File: config.mk
export PLATFORM = sky130hd
export DESIGN_NAME = mem_access_arbiter
export DESIGN_NICKNAME = d
export VERILOG_FILES = /design/src/rtl/mem_access_arbiter.sv
export SDC_FILE = /design/constraint.sdc
export NUM_CORES = 1
export LEC_CHECK = 0
export ABC_CLOCK_PERIOD_IN_PS = 2250
export BUFFER_PORTS_ARGS = -buffer_cell sky130_fd_sc_hd__buf_2
export CAP_MARGIN = 20
export CORE_ASPECT_RATIO = 0.5
export CORE_MARGIN = 4
export CORE_UTILIZATION = 47
export DETAILED_ROUTE_END_ITERATION = 12
export PLACE_DENSITY = 0.8
export SLEW_MARGIN = 10
export SYNTH_ARGS = -nofsm -noshare
export SYNTH_HDL_FRONTEND = slang
export SYNTH_SLANG_ARGS = --single-unit
File: constraint.sdc
create_clock -name clk -period 2.25 [get_ports clk]
set_input_delay 0.1125 -clock clk [delete_from_list [all_inputs] [get_ports clk]]
set_output_delay 0.1125 -clock clk [all_outputs]
set_load 0.005 [all_outputs]
File: src/rtl/mem_access_arbiter.sv
// Two-port (fetch / data) arbiter in front of a single-port main memory.
// Latency: request sampled in IDLE -> done pulse WAIT_CYCLES+2 edges later; one access per WAIT_CYCLES+3 cycles.
// Backpressure: requesters hold req level until their done pulse; the loser stays pending. Optional macro MEM_ARB_ROUND_ROBIN_EN.
module mem_access_arbiter #(
  parameter int WAIT_CYCLES = 0
) (
  input  logic        clk,
  input  logic        rst_n,
  input  logic        f_req,
  input  logic [15:0] f_addr,
  output logic        f_done,
  output logic [15:0] f_rdata,
  input  logic        d_req,
  input  logic        d_we,
  input  logic [15:0] d_addr,
  input  logic [15:0] d_wdata,
  output logic        d_done,
  output logic [15:0] d_rdata,
  output logic        mem_en,
  output logic        mem_we,
  output logic [15:0] mem_addr,
  output logic [15:0] mem_wdata,
  input  logic [15:0] mem_rdata,
  output logic        busy,
  output logic        owner
);

  typedef enum logic [1:0] {
    IDLE   = 2'd0,
    ACCESS = 2'd1,
    DONE   = 2'd2
  } state_t;

  localparam logic [3:0] WAIT_LAST = 4'(WAIT_CYCLES);

  state_t      state;
  state_t      state_nxt;
  logic [3:0]  cnt;
  logic        own;
  logic        lat_we;
  logic [15:0] lat_addr;
  logic [15:0] lat_wdata;
  logic        any_req;
  logic        grant_d;
  logic        last_wait;

  assign any_req   = f_req | d_req;
  assign last_wait = (cnt == WAIT_LAST);

`ifdef MEM_ARB_ROUND_ROBIN_EN
  // rr_ptr holds the owner of the most recent grant (0 = F, 1 = D).
  logic rr_ptr;

  // Contested grants go to the port that was not served last.
  always_comb begin
    grant_d = d_req;
    if (d_req && f_req) begin
      grant_d = ~rr_ptr;
    end
  end

  // Pointer follows every grant, contested or not.
  always_ff @(posedge clk or negedge rst_n) begin
    if (!rst_n) begin
      rr_ptr <= 1'b0;
    end else if (state == IDLE && any_req) begin
      rr_ptr <= grant_d;
    end
  end
`else
  // Fixed priority: the data path always beats instruction fetch.
  always_comb begin
    grant_d = d_req;
  end
`endif

  // State register.
  always_ff @(posedge clk or negedge rst_n) begin
    if (!rst_n) begin
      state <= IDLE;
    end else begin
      state <= state_nxt;
    end
  end

  // Next-state and memory-side / completion outputs.
  always_comb begin
    state_nxt = state;
    mem_en    = 1'b0;
    mem_we    = 1'b0;
    mem_addr  = 16'h0000;
    mem_wdata = 16'h0000;
    f_done    = 1'b0;
    d_done    = 1'b0;
    busy      = 1'b1;
    case (state)
      IDLE: begin
        busy = 1'b0;
        if (any_req) begin
          state_nxt = ACCESS;
        end
      end
      ACCESS: begin
        mem_en    = 1'b1;
        mem_we    = lat_we;
        mem_addr  = lat_addr;
        mem_wdata = lat_wdata;
        if (last_wait) begin
          state_nxt = DONE;
        end
      end
      DONE: begin
        f_done    = ~own;
        d_done    = own;
        state_nxt = IDLE;
      end
      default: begin
        state_nxt = IDLE;
      end
    endcase
  end

  assign owner = own;

  // Grant latch, wait counter and read-data capture.
  always_ff @(posedge clk or negedge rst_n) begin
    if (!rst_n) begin
      cnt       <= 4'd0;
      own       <= 1'b0;
      lat_we    <= 1'b0;
      lat_addr  <= 16'h0000;
      lat_wdata <= 16'h0000;
      f_rdata   <= 16'h0000;
      d_rdata   <= 16'h0000;
    end else begin
      case (state)
        IDLE: begin
          cnt <= 4'd0;
          if (any_req) begin
            // Operands are frozen here; later input changes are ignored.
            own       <= grant_d;
            lat_we    <= grant_d & d_we;
            lat_addr  <= grant_d ? d_addr : f_addr;
            lat_wdata <= grant_d ? d_wdata : 16'h0000;
          end
        end
        ACCESS: begin
          cnt <= cnt + 4'd1;
          if (last_wait && !lat_we) begin
            if (own) begin
              d_rdata <= mem_rdata;
            end else begin
              f_rdata <= mem_rdata;
            end
          end
        end
        default: begin
          cnt <= 4'd0;
        end
      endcase
    end
  end

endmodule

## After elaboration in Yosys (flattened, before gate mapping)

Cells that the tools add are included.

- Bitwise operators: 3
- Add/sub/neg operators: 1
- Reduce and logical (&&, ||, !) cells: 8
- Equal/unequal tests: 4
- Multiplexer cells: 13

Operators with widths:

| operator | number |
|---|---|
| two-way mux 16 bit | 4 |
| AND reduction 3 bit | 2 |
| two-way mux 1 bit | 5 |
| adder 4 x 1 -> 4 bit (second input constant) | 1 |
| logical NOT 4 bit | 1 |
| two-way mux 2 bit | 2 |
| two-way mux 4 bit | 1 |
| != test 2 bit (second input constant) | 2 |
| case mux 2 bit (2 select lines) | 1 |
| AND reduction 2 bit | 2 |
| equality test 2 x 1 -> 1 bit (second input constant) | 1 |
| equality test 2 bit (second input constant) | 1 |
| logical NOT 2 bit | 1 |
| AND 1 bit | 1 |
| logical AND 1 bit | 1 |
| logical NOT 1 bit | 1 |
| inverter 1 bit | 1 |
| OR 1 bit | 1 |

- Bits in registers: 72
- Input port bits: 69
- Word-level logic and storage cells: 37

## Depth between registers and ports, before layout

Gate-level depths: netlist (run 1).

- Word-level depth: 3
- Mapped depth: 6
- Mapped depth without buffers: 5

## Worst setup path before layout (run 1)

Ideal clock, no wire load.

- Path kind: register to register
- Start point: register cnt[0]
- End point: register d_rdata[0]
- Arrival: 1.527 ns
- Path slack: 0.598 ns
- Path buffers: 1
- Setup time: 0.125 ns
- Stages on the path, launching flop included: 7
- Cells stage by stage: dfrtp_1 inv_1 ha_1 nor3b_4 nand4b_4 buf_6 mux2_4

- Cells in the longest elaborated chain, start to end: 3

RTL lines:

| item | line | text |
|---|---|---|
| start: declaration | 38 | `logic [3:0] cnt;` |
| start signal: assignment | 148 | `cnt <= cnt + 4'd1;` |
| logical NOT 4 bit | 48 | `assign last_wait = (cnt == WAIT_LAST);` |
| logical AND 1 bit | 149 | `if (last_wait && !lat_we) begin` |
| AND reduction 3 bit (no line) | -- |  |
| end signal: assignment | 151 | `d_rdata <= mem_rdata;` |
| end: declaration | 18 | `output logic [15:0] d_rdata,` |

Every way passes these cells.
A chain may end at the register's enable or synchronous reset.

## Final worst setup path (run 1)

- Start point: register cnt[0]
- End point: register d_rdata[15]

Same word-level chain as after synthesis.

==> impl_results.md, run 1 <==
- Initial core utilization: between 50% and 60%
- RePlAce Congestion: 0.7449
- Max Root-Sink Buffers: 2
- Int Power: 4287 uW
- Initial antenna violation count: 0
- Total Power: 6114 uW
- # rows: 20
- Critical Path Start Type: flip-flop
- Vias per inst: 4.900
- Hold path start: d_wdata[1]
- Cell area after layout: ~0.0044 sq mm
- Setup violators final: 0
- Number of post-CTS setup repair buffers: 0
- Sequential cell area fraction in the yosys report: 56.21%
- VDD IR max: 0.7378 mV
- WHS Path Cells: 2
- FF-to-FF Start: cnt[0]
- DRT antenna net count: 0
- PostCTS Resize Cnt: 0
- Global-route wire length before repair: 12.56 mm
- Switching share of power: 29.89%
- Die width: 124.8 microns
- Setup Skew: 0.004115 ns
- Post-route DRC violation count: 0
- DP Worst Slack: between 0.3 and 0.4 ns
- Seq pwr share: 37.0%
- TNS Setup: 0 ns
- Clk root buf: clkbuf_16
- Yosys reg bits: 72
- Routed length per placed instance: 15.96 microns
- DIE AREA: 0.008286 sq mm
- Remaining global-route overflow: 0
- Vias in the first global route: 2621
- Worst-path maximum fanout: 16
- Status: completed
- Max frequency: 0.5299 GHz
- CP required: 2.46 ns
- Area growth from synthesis to layout: 37.78%
- Routed WL: 7.499 mm
- Placed inst area: 0.003974 sq mm
- RSZ-0062 raised after global routing: false
- Cts hold-fix bufs: 11
- Die H: around 66 microns
- Worst hold path type: in -> reg
- Hold Violations, Final: 0
- Max_slew headroom: 57.22%
- Share of layout cells above drive strength 1: between 50% and 60%
- # IOs: 139
- Core Util, Final: 69.76%
- Leak: 0.002253 uW
- PnR worst setup slack: 0.3630 ns
- Mapped Nets: slightly below 300
- GRT Total Usage: 19.52%
- Port Buf Inserts: ~140
- Count of different cell masters after synthesis: 26
- R2R depth: 5
- Initial drt markers: around 80
- Max-cap violations: 0
- Syn Std Cell Area: 0.003206 sq mm
- Final net count: 448
- Synth Instances: 226
- CP endpoint kind: flip-flop
- # diodes: 0
- CTS Buf Count: 9
- # clock sinks: 72
- Routed vias: between 2k and 2.5k
- 1st-pass router iterations: 5
- Most common cell after layout, fill and taps aside: buf_2
- Syn Area/Cell: 14.18 sq um
- Period utilization: a little over four fifths
- Clk pin slew, worst setup/hold paths: 0.05 ns
- Commonest cells after routing, fill and taps aside: buf_2, dfrtp_1, mux2_2, and2_1, a22o_1
- Slew Limit Fails: 0
- Clock latency on the worst-skew pair: 0.33 ns
- Logic gate share of total power: between 30% and 40%
- Yosys warnings: 0
- Total core area: 0.006331 sq mm
- Tmin final: approximately 1.9 ns
- R2r endpoint: d_rdata[15]
- Number of H-tree levels: 3
- Clock share of power: 25.2%
- Reg2Reg Setup Slack: 0.36 ns
- Final HPWL DP: 5.319 mm
- Largest net degree at the start of global routing: 28
- Least-Margin Pin Slew: 0.6418 ns
- Power density over cell area: 1384 mW/mm^2
- CTS tree: built
- Kind of critical path: reg -> reg
- Switching Power: 1828 uW
- Arrival time at the worst endpoint: about 2.1 ns
- WHS Endpoint: lat_wdata[1]
[area by class of cell]
class	count	area, sq um
Fill cell	449	1914
Clock buffer	12	256.5
Tap cell	88	110.1
Clock inverter	4	76.32
Inverter	4	15.01
Timing Repair Buffer	153	843.3
Multi-Input combinational cell	137	1314
Sequential cell	72	1802
[cells by family after synthesis]
group / Yosys count / share of synthesized area, %
buffers and inverters: 17 / 2.810
AO/OA/AOI/OAI: 20 / 5.308
adder cells (fa/ha/maj): 2 / 0.7805
multiplexers: 64 / 23.65
AND/OR/NAND/NOR: 49 / 10.69
XOR/XNOR: 2 / 0.5465
flip-flops: 72 / 56.21
[metal layers]
layer  track usage [%]  routed length [microns]  up-vias
met5                 0                        0        -
met4             8.333                      115        0
met3             6.452                      500       12
met2             34.61                     3738       86
met1             22.05                     3144     1120
li1                  -                        -     1085
[flip-flops by register name, indices dropped and copies added, names as in the netlist]
register	count
state	2
owner	1
lat_addr	16
cnt	4
f_rdata	16
lat_we	1
d_rdata	16
lat_wdata	16
[stage by stage]
step	hold slack, ns	std cells
after floorplan	-0.1831	226
after global placement	0.1365	443
after detailed placement	0.1617	443
after CTS	0.001913	470
after global routing	0.0006901	470
final	0.009447	470
[power groups by stage]
stage / clock, uW / combinational, uW / sequential (uW)
2_1_floorplan: 0 / 1440 / 2230
3_3_place_gp: 0 / 2240 / 2230
3_5_place_dp: 0 / 2310 / 2280
4_1_cts: 1580 / 2350 / 2260
5_1_grt: 1640 / 2550 / 2350
6_report: 1540 / 2310 / 2260
[worst max-delay path by stage]
stage	startpoint	to	slack, ns	cells after the start
global route	cnt[0]	d_rdata[0]	0.22	5
finish	cnt[0]	d_rdata[15]	0.36	5
CTS	cnt[0]	d_rdata[15]	0.35	5
global placement	cnt[0]	d_rdata[13]	0.45	5
floorplan	cnt[0]	d_rdata[0]	0.60	6
detailed placement	cnt[0]	d_rdata[14]	0.36	5
[worst max-delay path, stage by stage (launching register included)]
cell	delay, ns
dfrtp_1	0.40
inv_1	0.07
ha_1	0.14
nor3b_4	0.34
nand4b_4	0.39
mux2_4	0.42
[synthesized netlist by cell type]
master,n,area share (%)
mux2_4,10,4.7
clkbuf_1,4,0.47
nor2_1,5,0.59
xor2_1,1,0.27
buf_2,6,0.94
xnor2_1,1,0.27
ha_1,2,0.78
o21ai_2,1,0.27
dfrtp_1,72,56
buf_4,1,0.23
and2_1,36,7.0
nand4b_4,1,0.74
buf_6,2,0.70
nand2b_4,1,0.43
and3b_1,1,0.27
nor3b_1,1,0.23
nand3_4,1,0.55
inv_1,3,0.35
nor3b_4,1,0.59
inv_2,1,0.12
nand3_1,1,0.16
nand2_1,1,0.12
a21o_1,1,0.23
mux2_2,54,19
a22o_1,17,4.6
o21ai_0,1,0.16
(Power assumes the default switching activity.)
==> run 2, diff against run 1 <==
- ABC_CLOCK_PERIOD_IN_PS: 2250 -> 1800
- clock period: 2.25 -> 1.8 ns (I/O delays scaled with it)
==> run 2 against run 1 <==
  * Sequential cell count did not move
  * Fmax increased by 9.5%
  * Non-clock buffer count increased by 25
  * Core utilization up 4.1 points
  * Power rose by 27%
  * Global-route usage is 1.2 points higher
  * Hold slack better by 0.0037 ns
  * Sequential power is 26% higher
  * Critical path type unchanged
  * Largest power group unchanged
==> impl_results.md, run 2 (synthesis results as in run 1) <==
- DRT antenna net count: 0
- TNS Setup: 0 ns
- Routed WL: 7.868 mm
- Slew Limit Fails: 0
- Final net count: ~470
- Max Root-Sink Buffers: 2
- Worst-path maximum fanout: 16
- Area growth from synthesis to layout: 45.90%
- Max_slew headroom: 58.87%
- CP required: 2.01 ns
- CTS tree: built
- Die H: 66.40 microns
- Vias per inst: 4.877
- Commonest cells after routing, fill and taps aside: buf_2, dfrtp_1, mux2_2, and2_1, dlygate4sd3_1
- Remaining global-route overflow: 0
- Vias in the first global route: around 2.7k
- Clock share of power: 24.4%
- Reg2Reg Setup Slack: 0.08 ns
- Seq pwr share: 36.8%
- Setup violators final: 0
- Arrival time at the worst endpoint: a little under 2 ns
- CP endpoint kind: flip-flop
- Total core area: 0.006331 sq mm
- Initial core utilization: between 50% and 60%
- # clock sinks: 72
- GRT Total Usage: 20.68%
- Clk root buf: clkbuf_16
- R2r endpoint: f_rdata[1]
- Routed length per placed instance: 15.89 microns
- Port Buf Inserts: 138
- Logic gate share of total power: 38.8%
- Most common cell after layout, fill and taps aside: buf_2
- Tmin final: 1.723 ns
- Max-cap violations: 0
- Setup Skew: 0.003933 ns
- RSZ-0062 raised after global routing: true
- Post-route DRC violation count: 0
- CTS Buf Count: 9
- Share of layout cells above drive strength 1: a little under three fifths
- Clock latency on the worst-skew pair: 0.33 ns
- Final HPWL DP: 5.341 mm
- Period utilization: 95.74%
- Clk pin slew, worst setup/hold paths: approximately 0.060 ns
- FF-to-FF Start: cnt[0]
- # rows: 20
- Least-Margin Pin Slew: 0.6169 ns
- R2R depth: 6
- Hold Violations, Final: 0
- Total Power: 7736 uW
- Leak: 0.002365 uW
- Number of H-tree levels: 3
- Max frequency: just under 0.6 GHz
- Critical Path Start Type: flip-flop
- Routed vias: 2414
- Hold slack: roughly 0.013 ns
- 1st-pass router iterations: 4
- # diodes: 0
- Int Power: roughly 5400 uW
- Switching Power: 2322 uW
- Die width: 124.8 microns
- Hold path start: mem_rdata[13]
- Kind of critical path: reg -> reg
- DIE AREA: 0.008286 sq mm
- Placed inst area: 0.004036 sq mm
- Multi-input combinational cell area: 0.001314 sq mm
- DP Worst Slack: 0.08838 ns
- VDD IR max: 0.8409 mV
- Largest net degree at the start of global routing: 37
- Initial antenna violation count: 0
- Worst hold path type: in -> reg
- Switching share of power: 30.01%
- Fillers: about 400
- Cell area after layout: between 0.004 and 0.005 sq mm
- Power density over cell area: 1654 mW/mm^2
- Global-route wire length before repair: ~13 mm
- Initial drt markers: 119
- Critical Path Start: cnt[0]
- # IOs: 139
- WHS Path Cells: 2
- RePlAce Congestion: 0.7220
- WHS Endpoint: d_rdata[13]
- Status: completed
- FF/Latch Area: 0.001802 sq mm
- PnR worst setup slack: ~0.077 ns
-- run 2: cell types whose count changed in the layout (fill, tap and decap cells not counted) --
| cell | before | now |
|---|---|---|
| clkinv_4 | 1 | 0 |
| clkinv_2 | 0 | 1 |
| dlygate4sd3_1 | 11 | 31 |
| clkbuf_8 | 2 | 1 |
| clkinvlp_4 | 1 | 2 |
| buf_12 | 1 | 3 |
| buf_8 | 0 | 1 |
| buf_4 | 3 | 5 |
-- run 2: layout make-up --
| type | instances | area share (%) |
|---|---|---|
| flip-flops and latches | 72 | 38.52 |
| multi-input cells | 137 | 28.09 |
| repair buffers | 178 | 23.81 |
| clock buffers | 11 | 5.190 |
| well taps | 88 | 2.354 |
| clock inverters | 5 | 1.712 |
| inverters | 4 | 0.3210 |
-- run 2: routing by layer --
layer	GRT usage, %	part of all wire, %	up-vias
met5	0	0	-
met4	8.743	1.6	0
met3	8.306	5.8	13
met2	36.56	51	80
met1	22.54	42	1182
li1	-	-	1139
-- run 2: worst max path at each step --
stage | to | slack (ns) | cells after the start
CTS | mem_addr[13] | 0.02 | 5
global route | f_rdata[1] | -0.006 | 6
floorplan | d_rdata[0] | 0.15 | 6
detailed placement | f_rdata[1] | 0.09 | 6
finish | f_rdata[1] | 0.08 | 6
global placement | f_rdata[0] | 0.18 | 6
-- run 2: metrics by stage --
stage	instances	util, %
2_1_floorplan	226	-
3_3_place_gp	448	63.75
3_5_place_dp	448	63.75
4_1_cts	494	73.60
5_1_grt	495	73.87
6_report	495	73.87
-- run 2: timing repair --
item                                   4_1_cts  5_1_grt
setup endpoints to repair                    0       34
gates resized for setup                      0        2
endpoints found under the hold margin       57        1
hold buffers                                30        1
buffers inserted                             0        0
-- run 2: critical path: stages, from the launching register on --
cell and delay [ns]:
dfrtp_1 0.42, inv_1 0.07, ha_1 0.14, nor3b_4 0.24
buf_4 0.17, nand3_4 0.21, mux2_2 0.35
-- run 2: power groups by stage --
stage | clock (uW) | sequential [uW] | combinational, uW
after floorplan | 0 | 2780 | 1800
after global placement | 0 | 2810 | 2840
after detailed placement | 0 | 2850 | 2940
after CTS | 1940 | 2840 | 3020
after global routing | 2020 | 2950 | 3290
final | 1890 | 2840 | 3000
==> run 3, diff against run 2 <==
- ABC_CLOCK_PERIOD_IN_PS: 1800 -> 2200
- CORE_UTILIZATION: 47 -> 51
- GPL_ROUTABILITY_DRIVEN: not set -> 0
- PLACE_DENSITY: 0.8 -> 0.86
- clock period: 1.8 -> 2.2 ns (I/O delays scaled with it)
==> run 3 against run 2 <==
  * First-iteration DRC count grew 8.4%
  * Clock skew is 0.0020 ns higher
  * Power fell by 21%
  * Count of clock-buffer cells in the layout is 1 lower
  * Non-clock buffer count down 33
  * Cell count is 6.7% lower
  * Largest cell class unchanged
  * Largest power group unchanged
  * Highest routed layer unchanged
==> impl_results.md, run 3 (synthesis results as in run 1) <==
- Kind of critical path: reg -> reg
- TNS Setup: 0 ns
- Max frequency: 0.5251 GHz
- PostCTS Resize Cnt: 0
- Final HPWL DP: roughly 5.4 mm
- Area growth from synthesis to layout: 34.47%
- Most common cell after layout, fill and taps aside: buf_2
- Commonest cells after routing, fill and taps aside: buf_2, dfrtp_1, mux2_2, and2_1, a22o_1
- Die width: 120.1 microns
- Period utilization: 86.57%
- Max-cap violations: 0
- CTS Buf Count: 9
- DRT antenna net count: 0
- Arrival time at the worst endpoint: 2.11 ns
- RSZ-0062 raised after global routing: false
- # rows: 20
- # diodes: 0
- Sequence of cells on the critical path: inv_1 -> ha_1 -> nor3b_4 -> nand4b_4 -> mux2_4
- Tmin final: roughly 1.9 ns
- Share of layout cells above drive strength 1: 60.96%
- Global-route wire length before repair: 12.48 mm
- 1st-pass router iterations: 4
- Vias per inst: 4.983
- Die H: 64.06 microns
- # IOs: between 100 and 150
- Initial drt markers: 129
- Fillers: 437
- Max Root-Sink Buffers: 2
- Crit-path slowest cell: dfrtp_1
- FF/Latch Area: about 0.0018 sq mm
- Total Power: approximately 6100 uW
- CTS tree: built
- Routed length per placed instance: roughly 17 microns
- Worst hold path type: in -> reg
- Port Buf Inserts: 138
- Number of post-CTS setup repair buffers: 0
- Slowest stage delay, CP: 0.42 ns
- Clock latency on the worst-skew pair: 0.32 ns
- Status: completed
- Multi-input combinational cell area: 0.001314 sq mm
- Max_slew headroom: 48.75%
- Remaining global-route overflow: 0
- Hold Violations, Final: 0
- Post-route DRC violation count: 0
- VDD IR max: 0.5796 mV
- Clk pin slew, worst setup/hold paths: 0.06 ns
- Setup Skew: 0.005979 ns
- Least-Margin Pin Slew: 0.7686 ns
- Number of H-tree levels: 3
- Total core area: 0.006081 sq mm
- Clk root buf: clkbuf_16
- Power density over cell area: 1421 mW/mm^2
- CP required: 2.41 ns
- Slew Limit Fails: 0
- Setup violators final: 0
- Routed vias: ~2.3k
- # clock sinks: 72
- Initial core utilization: 52.72%
- GRT Total Usage: 20.67%
- Routed WL: 7.631 mm
- CP endpoint kind: flip-flop
- Initial antenna violation count: 0
- Final net count: 440
- Critical Path Start Type: flip-flop
- Vias in the first global route: ~2.5k
- Reg2Reg Setup Slack: 0.30 ns
- Worst-path maximum fanout: 16
- DIE AREA: slightly below 0.008 sq mm
- Largest net degree at the start of global routing: 48
- Leak: 0.002205 uW
==> run 3: cell types whose count changed in the layout (fill, tap and decap cells not counted) <==
cell	previous run	this run
buf_8	1	0
buf_4	5	3
bufinv_16	2	1
inv_6	0	1
clkinv_4	0	1
buf_12	3	1
dlygate4sd3_1	31	3
clkbuf_1	1	0
==> run 3: layer usage <==
metal  wire length, microns  vias up  track usage (%)  share of wire [%]
li1                       -     1069                -                  -
met1                   2862     1156            21.73                 38
met2                   4321       69            41.09                 57
met3                    377        8            6.101                4.9
met4                     70        0            4.137               0.92
met5                      0        -                0                  0
==> run 3: critical path, delay by kind of cell (launching register included) <==
family / cells / cell delay [ns]
buffers and inverters: 1 / 0.09
muxes: 1 / 0.42
DFF: 1 / 0.42
adders and majority gates: 1 / 0.16
and+or+nand+nor: 2 / 0.70
==> run 3: area by class of cell <==
cell class                      count  area share [%]
Multi-Input combinational cell    137           30.48
Clock inverter                      6           1.567
Sequential cell                    72           41.80
Inverter                            4          0.3483
Timing Repair Buffer              145           17.71
Clock buffer                       10           5.544
Tap cell                           88           2.554
==> run 3: final timing paths <==
kind                       cells past startpoint        start            end
setup reg to reg                               5       cnt[1]    d_rdata[11]
max in group asynchronous                      3        rst_n    lat_addr[0]
setup / recovery                               5       cnt[1]    d_rdata[11]
hold / removal                                 2  d_wdata[12]  lat_wdata[12]
min in group asynchronous                      2        rst_n     f_rdata[1]
hold reg to reg                                1  lat_addr[1]    lat_addr[1]
==> run 3: power by group <==
part / switching (uW) / internal [uW] / leakage [uW] / total [uW]
sequential: 360 / 1960 / 0.000867 / 2320
combinational: 996 / 1340 / 0.00119 / 2340
clock: 557 / 912 / 0.000145 / 1470
total: 1910 / 4210 / 0.00221 / 6130
==> run 3: what timing repair did <==
item / CTS / global route
endpoints found under the hold margin: 27 / 0
hold buffers: 3 / 0
setup endpoints to repair: 0 / 0
==> run 3: through the flow <==
stage               util, %  worst slack (ns)  area [sq um]  cells  hold WS [ns]
global placement      65.35            0.4163          3974    443        0.1315
floorplan                 -            0.5483          3206    226       -0.1856
finish                70.88            0.2956          4310    462      0.008992
CTS                   70.88            0.2909          4310    462      0.002387
global route          70.88            0.1912          4310    462      0.003435
detailed placement    65.35            0.3237          3974    443        0.1443
